$ cat config.mk
export PLATFORM = sky130hd
export DESIGN_NAME = div_stage_reg
export DESIGN_NICKNAME = d
export VERILOG_FILES = /design/src/rtl/div_stage_reg.sv
export SDC_FILE = /design/constraint.sdc
export NUM_CORES = 1
export LEC_CHECK = 0
export CORE_MARGIN = 2
export CORE_UTILIZATION = 45
export CTS_CLUSTER_SIZE = 10
export DETAILED_ROUTE_END_ITERATION = 12
export PLACE_DENSITY = 0.76
export RECOVER_POWER = 25
export SYNTH_ARGS = -nofsm -noshare
export SYNTH_HDL_FRONTEND = slang
export SYNTH_SLANG_ARGS = --single-unit
$ cat constraint.sdc
create_clock -name clk -period 1.7 [get_ports clk]
set_input_delay 0.34 -clock clk [delete_from_list [all_inputs] [get_ports clk]]
set_output_delay 0.34 -clock clk [all_outputs]
set_load 0.01 [all_outputs]
$ cat src/rtl/div_stage_reg.sv
// Registered handshake stage between two divider slices: merges the upstream
// quotient bit into the running quotient and buffers through a 2-entry skid.
module div_stage_reg #(
   parameter int SHIFT       = 5,
   parameter int DIVIDENDLEN = 16,
   parameter int DIVISORLEN  = 8,
   parameter int TAGLEN      = 4
) (
   input  logic                                clk,
   input  logic                                rst_n,
   input  logic                                in_valid,
   output logic                                in_ready,
   input  logic [DIVIDENDLEN+DIVISORLEN-2:0]   in_rem,
   input  logic [DIVISORLEN-1:0]               in_div,
   input  logic                                in_qbit,
   input  logic [DIVIDENDLEN+DIVISORLEN-2:0]   in_quot,
   input  logic                                in_dz,
   input  logic [TAGLEN-1:0]                   in_tag,
   output logic                                out_valid,
   input  logic                                out_ready,
   output logic [DIVIDENDLEN+DIVISORLEN-2:0]   out_rem,
   output logic [DIVISORLEN-1:0]               out_div,
   output logic [DIVIDENDLEN+DIVISORLEN-2:0]   out_quot,
   output logic                                out_dz,
   output logic [TAGLEN-1:0]                   out_tag
);

   localparam int DATAPATHLEN = DIVIDENDLEN + DIVISORLEN - 1;
   localparam int ENTRY_W     = 2 * DATAPATHLEN + DIVISORLEN + 1 + TAGLEN;

   localparam logic [1:0] EMPTY = 2'd0;
   localparam logic [1:0] ONE   = 2'd1;
   localparam logic [1:0] FULL  = 2'd2;

   function automatic logic [DATAPATHLEN-1:0] merge_qbit(
      input logic [DATAPATHLEN-1:0] quot,
      input logic                   qbit
   );
      logic [DATAPATHLEN-1:0] merged;
      merged        = quot;
      merged[SHIFT] = qbit;
      return merged;
   endfunction

   logic [1:0]         state;
   logic [ENTRY_W-1:0] in_entry;
   logic [ENTRY_W-1:0] main_p1;
   logic [ENTRY_W-1:0] skid_p1;
   logic               accept;
   logic               emit;

   // Merge happens before capture so main and skid both hold final values.
   assign in_entry  = {in_rem, in_div, merge_qbit(in_quot, in_qbit), in_dz, in_tag};

   // Ready depends only on the registered state, never on out_ready.
   assign in_ready  = (state != FULL);
   assign out_valid = (state != EMPTY);
   assign accept    = in_valid && in_ready;
   assign emit      = out_valid && out_ready;

   // Stage boundary: main entry drives the outputs, skid absorbs one extra op.
   always_ff @(posedge clk or negedge rst_n) begin
      if (!rst_n) begin
         state   <= EMPTY;
         main_p1 <= '0;
         skid_p1 <= '0;
      end else begin
         case (state)
            EMPTY: begin
               if (accept) begin
                  main_p1 <= in_entry;
                  state   <= ONE;
               end
            end
            ONE: begin
               if (accept && emit) begin
                  main_p1 <= in_entry;
               end else if (accept) begin
                  skid_p1 <= in_entry;
                  state   <= FULL;
               end else if (emit) begin
                  state   <= EMPTY;
               end
            end
            FULL: begin
               if (emit) begin
                  main_p1 <= skid_p1;
                  state   <= ONE;
               end
            end
            default: state <= EMPTY;
         endcase
      end
   end

   assign {out_rem, out_div, out_quot, out_dz, out_tag} = main_p1;

endmodule

==> results.cfg, run 1 <==
[sta]
layout_min_cycle_time_ns = 1.74
skew_ns = 0.00664
timing.hold.ws_ns = 0.483
grt_setup_unrepaired = true
finalHoldViolCount = 0
tightest_slew_ns = 0.668
setup_viol = 71
worst_slack_ns = -0.0371
slew-limit-headroom_pct = 55.4
slew_violations = 0
max_freq_ghz = 0.576
finalCritPeriodShare_pct = 102

[place]
pre_cts_ws_ns = -0.333
place_congestion = 0.689
placed_area_um2 = 6800
io_buffers = 123
dp_cells = 592
dp_hpwl_um = 7190

[status]
violations = negative setup slack
status = finished, violations left

[worst_setup_path]
worstSetupPathType = reg2reg
required_ns = 1.99
crit_top_cell = buf_12
worstPathCellList = buf_4 -> and2b_1 -> o21ai_4 -> buf_12 -> buf_12 -> mux2_2
end_kind = flip-flop
crit_arrival_ns = 2.03
critPathMaxFanout = 14
cpPeakStageDelay_ns = 0.42
slowest_stage = dfrtp_1
start_kind = flip-flop

[cells_and_area]
drive_gt1_share_pct = 47.2
n_antenna_cell = 0
nets = 543
area_delta_synth_final_pct = 43.3
finalNonFillerCells = 635
final_area_um2 = 7610

[clocking]
cts_tree = yes
h-tree-depth = 4
numCtsBuffers = 17
clockRootBuffer = clkbuf_16
clk_latency_ns = 0.41
cts.clk_slew.worst_paths_ns = 0.06
numClockSinks = 120
clk_path_buf_depth = 2

[yosys]
postSynthAreaPerCell_um2 = 16.1
syn_area_um2 = 5310
netlist_instances = 330
synth_seq_cells = 120
yosysUniqueCellTypes = 22
synthesis.nets = 394
yosysWarnings = 0
yosysSeqAreaShare_pct = 56.5

[grt]
grt_pass1_vias = 3550
grtUsageTotal_pct = 18.8
antenna_found_initial = 0
grt_max_degree = 38
grt_pass1_wl_um = 18300
grt_overflow = 0

[floorplanning]
core_area_um2 = 11500
dieHeight_um = 113
ioPinCount = 125
die_x_um = 113
start_util_pct = 46.3
fp-row-count = 39
dieArea_um2 = 12700

[job]
maxCapViolCount = 0

[detailed_routing]
routed_via_density = 5.10
vias = 3239
dr.pass1.iters = 4
wire_per_inst_um = 17.8
drt-initial-drc-count = 83
route.detailed.drc = 0
wl_um = 11300
ant_nets = 0

[power_and_ir_drop]
power.density_nw_per_um2 = 1570
total_power_mw = 12.0
p_leak_nw = 3.27
ir_worst_vdd_mv = 0.791

[worst_hold_path]
hp-class = reg2reg
## repair_timing
action                                  CTS  global route
pin swaps                                 1             0
endpoints found under the setup margin   18           127
endpoints found under the hold margin    21             0
gates cloned                              2             2
gates resized for setup                   8            14
buffers inserted                          6             0
hold buffers                              1             0
## power breakdown
| group | leakage, nW | switching [mW] | internal, mW | total [mW] |
|---|---|---|---|---|
| Clock | 0.311 | 1.23 | 2.55 | 3.78 |
| Sequential | 1.41 | 0.593 | 4.01 | 4.61 |
| Combinational | 1.54 | 1.21 | 2.38 | 3.59 |
| Total | 3.27 | 3.03 | 8.95 | 12.0 |
## area by class of cell
class                   instances  area, µm²
well taps                     143        179
repair buffers                150       1630
flip-flops and latches        120       3000
fillers                       848       3850
clock buffers                  23        478
inverters                       1       3.75
clock inverters                 9        145
multi-input cells             189       2180
## flip-flops by register name, indices dropped and copies added (netlist names)
signal	flops
main_p1	59
skid_p1	59
state	2
## synth_stat cells
cell type,number,area share (%)
a21oi_1,1,0.094
and2_1,1,0.12
and2b_1,1,0.14
buf_12,1,0.38
buf_2,15,1.4
buf_4,1,0.14
buf_6,2,0.42
buf_8,1,0.28
dfrtp_1,120,57
inv_2,1,0.071
mux2_1,7,1.5
mux2_2,148,31
mux2_4,22,6.2
mux2i_1,1,0.19
nand2b_1,1,0.12
nand3b_1,1,0.14
nor2b_1,1,0.12
nor2b_4,1,0.26
o21ai_2,1,0.16
o21bai_1,1,0.14
o22ai_1,1,0.12
or2_2,1,0.12
## cells in the final DEF (no fill, tap or decap), types with 2 or more instances in the layout
| master | count |
|---|---|
| mux2_2 | 148 |
| dfrtp_1 | 120 |
| clkdlybuf4s50_1 | 110 |
| mux2_4 | 22 |
| clkbuf_16 | 19 |
| dlymetal6s2s_1 | 9 |
| buf_4 | 9 |
| mux2_1 | 7 |
| buf_12 | 7 |
| clkinv_2 | 5 |
| buf_6 | 5 |
| bufinv_16 | 4 |
| clkbuf_1 | 3 |
| clkbuf_8 | 3 |
| buf_16 | 2 |
| dlygate4sd2_1 | 2 |
## per-layer routing
metal / global-route usage (%) / share of wire, %
met5: 0 / 0
met4: 7.48 / 2.1
met3: 6.86 / 7.4
met2: 29.2 / 46
met1: 24.1 / 45
## worst max-delay path, delay by kind of cell (launching register included)
kind	cells	cell delay, ns
AO/OA/AOI/OAI	1	0.20
buffers and inverters	3	0.45
flip-flops	1	0.42
multiplexers	1	0.35
AND/OR/NAND/NOR	1	0.19
## cells by family after synthesis
logic type             after synthesis  synth area share, %
DFF                                120                 56.5
muxes                              178                 39.3
and+or+nand+nor                      7                 1.01
AOI/OAI and AO/OA                    4                0.518
buffers and inverters               21                 2.71
## worst paths after layout
| path | startpoint | endpoint | slack [ns] | cells past startpoint |
|---|---|---|---|---|
| max | state[0] | main_p1[35] | -0.04 | 6 |
| min | skid_p1[58] | skid_p1[58] | 0.48 | 1 |
| max reg2reg | state[0] | main_p1[35] | -0.04 | 6 |
| min reg2reg | skid_p1[58] | skid_p1[58] | 0.48 | 1 |
| max in group asynchronous | rst_n | skid_p1[56] | 0.24 | 3 |
| min in group asynchronous | rst_n | skid_p1[21] | 0.51 | 2 |
## per-stage QoR
step	setup TNS [ns]	util [%]
2_1_floorplan	0	-
3_3_place_gp	-31.61	59.3
3_5_place_dp	-34.05	59.3
4_1_cts	-0.850	65.7
5_1_grt	-5.91	66.4
6_report	-1.05	66.4
Power figures use the tool's default switching activity.
==> run 2, diff against run 1 <==
--- a/config.mk
+++ b/config.mk
@@ -7,8 +7,9 @@
 export LEC_CHECK = 0
 export CORE_MARGIN = 2
 export CORE_UTILIZATION = 45
-export CTS_CLUSTER_SIZE = 10
+export CTS_CLUSTER_SIZE = 24
 export DETAILED_ROUTE_END_ITERATION = 12
+export HOLD_SLACK_MARGIN = 0.06
 export PLACE_DENSITY = 0.76
 export RECOVER_POWER = 25
 export SYNTH_ARGS = -nofsm -noshare
==> constraint.sdc (replaced) <==
create_clock -name clk -period 1.7 [get_ports clk]
set_input_delay 0.34 -clock clk [delete_from_list [all_inputs] [get_ports clk]]
set_output_delay 0.34 -clock clk [all_outputs]
set_load 0.005 [all_outputs]
==> results.cfg, run 2 (synthesized netlist as in run 1, its figures left out) <==
[detailed_routing]
wire_per_inst_um = 17.6
ant_nets = 0
routed_via_density = 5.09
wl_um = 11100
vias = 3209
dr.pass1.iters = 4
route.detailed.drc = 0
drt-initial-drc-count = 115

[cells_and_area]
top_regs = main_p1 (59), skid_p1 (59), state (2)
area_delta_synth_final_pct = 44.0
seq_area_um2 = 3000
nFillCells = 838
layout_common_cells = mux2_2, clkdlybuf4s50_1, dfrtp_1
multi_input_area_um2 = 2250
finalNonFillerCells = 631
n_antenna_cell = 0
drive_gt1_share_pct = 47.7
nets = 539
final_common_cell = mux2_2

[worst_setup_path]
end_kind = flip-flop
critPathMaxFanout = 5
start_kind = flip-flop
crit_arrival_ns = 1.96
worstSetupPathType = reg2reg
required_ns = 1.99

[grt]
antenna_found_initial = 0
use_met2_pct = 27.3
grtUsageTotal_pct = 17.8
grt_util_met3_pct = 6.21
grt-busiest-layer = met2
grt_overflow = 0
grt_max_degree = 56
use_met1_pct = 23.0
grt_pass1_wl_um = 17500
grt_pass1_vias = 3493

[clocking]
h-tree-depth = 4
cts.clk_slew.worst_paths_ns = 0.06
numClockSinks = 120
clockRootBuffer = clkbuf_16
numCtsBuffers = 17
cts_tree = yes
clk_latency_ns = 0.41
clk_path_buf_depth = 2

[sta]
layout_min_cycle_time_ns = 1.67
slew_violations = 0
max_freq_ghz = 0.597
finalCritPeriodShare_pct = 98.5
setup_viol = 0
grt_setup_unrepaired = true
timing.hold.ws_ns = 0.464
finalHoldViolCount = 0
skew_ns = 0.00698
slew-limit-headroom_pct = 60.2
tightest_slew_ns = 0.597

[floorplanning]
start_util_pct = 46.3
ioPinCount = 125
fp-row-count = 39
dieArea_um2 = 12700
dieHeight_um = 113
core_area_um2 = 11500
die_x_um = 113

[power_and_ir_drop]
cellInternalPower_mw = 8.98
power.density_nw_per_um2 = 1550
pwr-share-clk_pct = 32.4
ir_worst_vdd_mv = 0.723
pwr-share-seq_pct = 39.1
total_power_mw = 11.9
p_leak_nw = 3.22
swShare_pct = 24.3
combPwrFrac_pct = 28.6
p_switching_mw = 2.88

[place]
dp_cells = 591
dp_hpwl_um = 7050
io_buffers = 123
place_congestion = 0.716

[worst_hold_path]
hp-class = in2async

[status]
status = complete, no violations

[job]
maxCapViolCount = 0
==> run 2: cell count changes in the layout (fill, tap and decap cells not counted), sizes merged <==
| cell | change |
|---|---|
| clkinv | -1 |
| clkbuf | -3 |
| clkinvlp | +3 |
| dlymetal6s2s | -8 |
| dlygate4sd2 | -2 |
| clkdlybuf4s50 | +9 |
| buf | -2 |
==> run 2: critical path, cell delays in order (launching register included) <==
cell       delay, ns
dfrtp_1         0.40
nor2b_4         0.21
buf_12          0.12
buf_8           0.12
clkbuf_16       0.15
mux2_4          0.30
mux2_4          0.26
==> run 2: timing repair <==
| item | CTS | global route |
|---|---|---|
| hold buffers | 1 | 0 |
| hold endpoints to repair | 19 | 0 |
| cloned | 0 | 2 |
| buffers inserted | 3 | 2 |
| gates resized for setup | 17 | 26 |
| setup endpoints to repair | 18 | 50 |
==> run 2: path summary, 6_finish.rpt <==
check,start,endpoint,slack (ns),cells after the start
worst max-delay path,state[1],main_p1[53],0.03,6
worst max register to register,state[1],main_p1[53],0.03,6
worst min register to register,skid_p1[5],skid_p1[5],0.48,1
min in group clk,skid_p1[5],skid_p1[5],0.48,1
max in group asynchronous,rst_n,main_p1[19],0.24,3
worst min-delay path,rst_n,skid_p1[27],0.46,2
==> run 2: area by class of cell <==
cell class	count	share of cell area [%]
Clock buffer	21	6.15
Timing Repair Buffer	146	20.6
Inverter	1	0.0490
Sequential cell	120	39.3
Clock inverter	11	2.22
Tap cell	143	2.34
Multi-Input combinational cell	189	29.4
==> run 2: power by group through the flow <==
stage	logic [mW]	registers [mW]	clock network [mW]
6_report	3.39	4.64	3.84
5_1_grt	3.64	4.79	4.04
4_1_cts	3.33	4.62	3.91
3_5_place_dp	3.29	4.65	0
3_3_place_gp	3.20	4.58	0
2_1_floorplan	1.64	4.55	0
==> run 2: layer usage <==
metal  up-vias  routed length [µm]
li1       1476                   -
met1      1627                5040
met2        92                5240
met3        14                 701
met4         0                 145
met5         -                   0
==> run 2: stage by stage <==
step / setup slack (ns) / utilization, % / setup TNS, ns / instance area (µm²)
floorplan: 0.124 / - / 0 / 5310
global placement: -0.302 / 59.4 / -31.97 / 6820
detailed placement: -0.334 / 59.4 / -34.76 / 6820
CTS: -0.0129 / 65.5 / -0.0129 / 7520
global route: -0.0382 / 66.7 / -0.900 / 7650
finish: 0.0257 / 66.7 / 0 / 7650
==> edit, RTL diff (settings of run 1) <==
Change the parameter `TAGLEN` from 4 to 2.
--- a/src/rtl/div_stage_reg.sv
+++ b/src/rtl/div_stage_reg.sv
@@ -4,7 +4,7 @@
    parameter int SHIFT       = 5,
    parameter int DIVIDENDLEN = 16,
    parameter int DIVISORLEN  = 8,
-   parameter int TAGLEN      = 4
+   parameter int TAGLEN      = 2
 ) (
    input  logic                                clk,
    input  logic                                rst_n,
Ports: changed (resized in_tag and out_tag); port bits go from 125 to 121. The function was not compared with the original's and may differ.
==> edit against run 1 <==
- routed wire length is 7.3% lower
- setup slack improved by 0.067 ns
- worst hold slack got worse by 0.0011 ns
- power down 8.0%
- sequential power decreased by 3%
- fmax increased by 4.0%
- first-iteration DRC count is 3.6% higher
- synthesized area down 3.6%
- final cell count is 3.6% lower
- final area down 4.6%
- sequential cell count fell by 4
- die area down 3.5%
- critical endpoint is now out_quot[12]
- largest cell class unchanged
- largest power group unchanged
==> edit: results (changes against run 1) <==
Parameter                              Value

Cells and area
  Largest regs ... main_p1 (57), skid_p1 (57), state (2)
  Fillers ... 802 (-5.4%)
  Proportion of layout cells with a drive suffix above 1 ... 33.9% (-13 points)
  Total Nets Final ... 523 (-3.7%)
  Antenna diodes ... 0 (unchanged)

Yosys
  Cell types with the largest area share after synthesis ... sky130_fd_sc_hd__dfrtp_1 57%, sky130_fd_sc_hd__mux2_2 18%, sky130_fd_sc_hd__mux2_1 15%, sky130_fd_sc_hd__mux2_4 5.6%, sky130_fd_sc_hd__buf_2 1.1%
  Commonest cells in the synthesized netlist ... 116 x sky130_fd_sc_hd__dfrtp_1, 83 x sky130_fd_sc_hd__mux2_2, 69 x sky130_fd_sc_hd__mux2_1
  Part of the Yosys area used for sequential elements ... 56.7% (+0.16 points)
  Post-synth ARST share ... 100% (unchanged)
  Distinct cell type count of the synthesized netlist ... 20 (-9.1%)
  Top FF cell, synth ... sky130_fd_sc_hd__dfrtp_1
  Mapped Nets ... 381 (-3.3%)
  Synth Warn # ... 0 (unchanged)

Place
  Number of I/O port buffers ... 119 (-3.3%)
  RD Place Congestion ... 0.690 (about the same)
  Half-perimeter wire length after detailed placement ... 6.65 mm (-7.5%)
  Pre-CTS setup slack ... -0.346 ns (-0.0127 ns)

Routing
  Mean number of vias per cell ... 5.08 (-0.37%)
  Starting DRT DRC Count ... 86 (+3.6%)
  Routed Wire Length ... 10.5 mm (-7.3%)
  Number of search-and-repair iterations in the first detailed-routing pass ... 6 (+2)

Clocking
  Clock latency reported for the late side of the worst-skew pair ... around 0.40 ns
  Clock buffers created by TritonCTS ... 17 (unchanged)
  Clock root buffer ... sky130_fd_sc_hd__clkbuf_16
  Clock Path Buffers ... 2 (unchanged)
  Depth of the CTS H-tree ... 4 (unchanged)
  Clk pin slew, worst setup/hold paths ... roughly 0.050 ns

Setup path
  Crit-path max FO ... 2 (-12)
  Gate family responsible for the most delay along the worst path ... buffers and inverters
  Arrival time at the worst endpoint ... 1.33 ns (-0.70 ns)
  CP peak stage delay ... 0.58 ns (+0.16 ns)
  Slowest cell on crit path ... sky130_fd_sc_hd__clkdlybuf4s50_1

Pwr
  Static leakage ... 0.00308 uW (-5.7%)
  Worst ir drop on vdd ... 0.822 mV (+4.0%)

Global route
  Pin count of the biggest net entering global routing ... 47 (+24%)
  Global route overflow ... 0 (unchanged)
  Vias in the first global route ... 3,196 (-10%)
  Initial antenna violation count ... 0 (unchanged)
  GR Util All Layers ... 17.3% (-1.5 points)
  Wire length of the first global-routing pass ... 16.7 mm (-9.1%)

STA
  Clock Skew ... 0.00598 ns (-0.000660 ns)
  Measured slew at the worst slew-check pin ... 0.668 ns (-0.000627 ns)

Min path
  Min-delay worst type ... reg -> reg

Run status
  Status ... finished clean
-- edit: routing by layer --
metal	part of all wire, %	global-route usage, %
met1	46	23.4
met2	46	25.2
met3	6.3	6.45
met4	1.6	7.00
met5	0	0
-- edit: stage by stage --
| stage | area (um^2) | instances | total power [uW] | utilization [%] |
|---|---|---|---|---|
| finish | 7260 | 612 | 11000 | 66.1 |
| CTS | 7120 | 606 | 11000 | 64.8 |
| global route | 7260 | 612 | 11600 | 66.1 |
| floorplan | 5120 | 319 | 6150 | - |
| global placement | 6560 | 573 | 7700 | 59.8 |
| detailed placement | 6560 | 573 | 7830 | 59.8 |
-- edit: path summary, 6_finish.rpt --
| kind | from | to | slack (ns) | cells after the start |
|---|---|---|---|---|
| hold reg to reg | skid_p1[1] | skid_p1[1] | 0.48 | 1 |
| setup reg to reg | state[0] | main_p1[15] | 0.03 | 5 |
| max in group asynchronous | rst_n | skid_p1[25] | 0.32 | 3 |
| setup / recovery | main_p1[15] | out_quot[12] | 0.03 | 1 |
| hold / removal | skid_p1[1] | skid_p1[1] | 0.48 | 1 |
| min in group asynchronous | rst_n | main_p1[12] | 0.52 | 2 |
-- edit: timing repair --
action | in CTS | in global routing
hold endpoints to repair | 24 | 0
setup endpoints to repair | 18 | 42
setup buffers | 2 | 1
gates cloned | 0 | 5
hold buffers | 1 | 0
pin swaps | 0 | 0
gates resized for setup | 6 | 13
-- edit: cell type report --
cell class / instances / area (um^2) / area share [%]
clock buffers: 25 / 505 / 6.96
repair buffers: 142 / 1540 / 21.2
clock inverters: 5 / 25.0 / 0.345
well taps: 140 / 175 / 2.41
flip-flops and latches: 116 / 2900 / 40.0
multi-input cells: 183 / 2110 / 29.0
inverters: 1 / 3.75 / 0.0517
-- edit: where the power goes --
group          leakage (uW)  internal [uW]  switching, uW
clock network      0.000269           2020           1120
logic               0.00145           2270           1160
registers           0.00137           3880            578
total               0.00308           8180           2850
-- edit: kinds of logic (layout without fill, tap and decap cells) --
family / after synthesis / in the layout / share of synthesized area (%)
simple gates: 7 / 7 / 1.08
buf+inv: 20 / 173 / 2.61
mux: 172 / 172 / 39.2
flops: 116 / 116 / 56.7
compound gates: 4 / 4 / 0.464
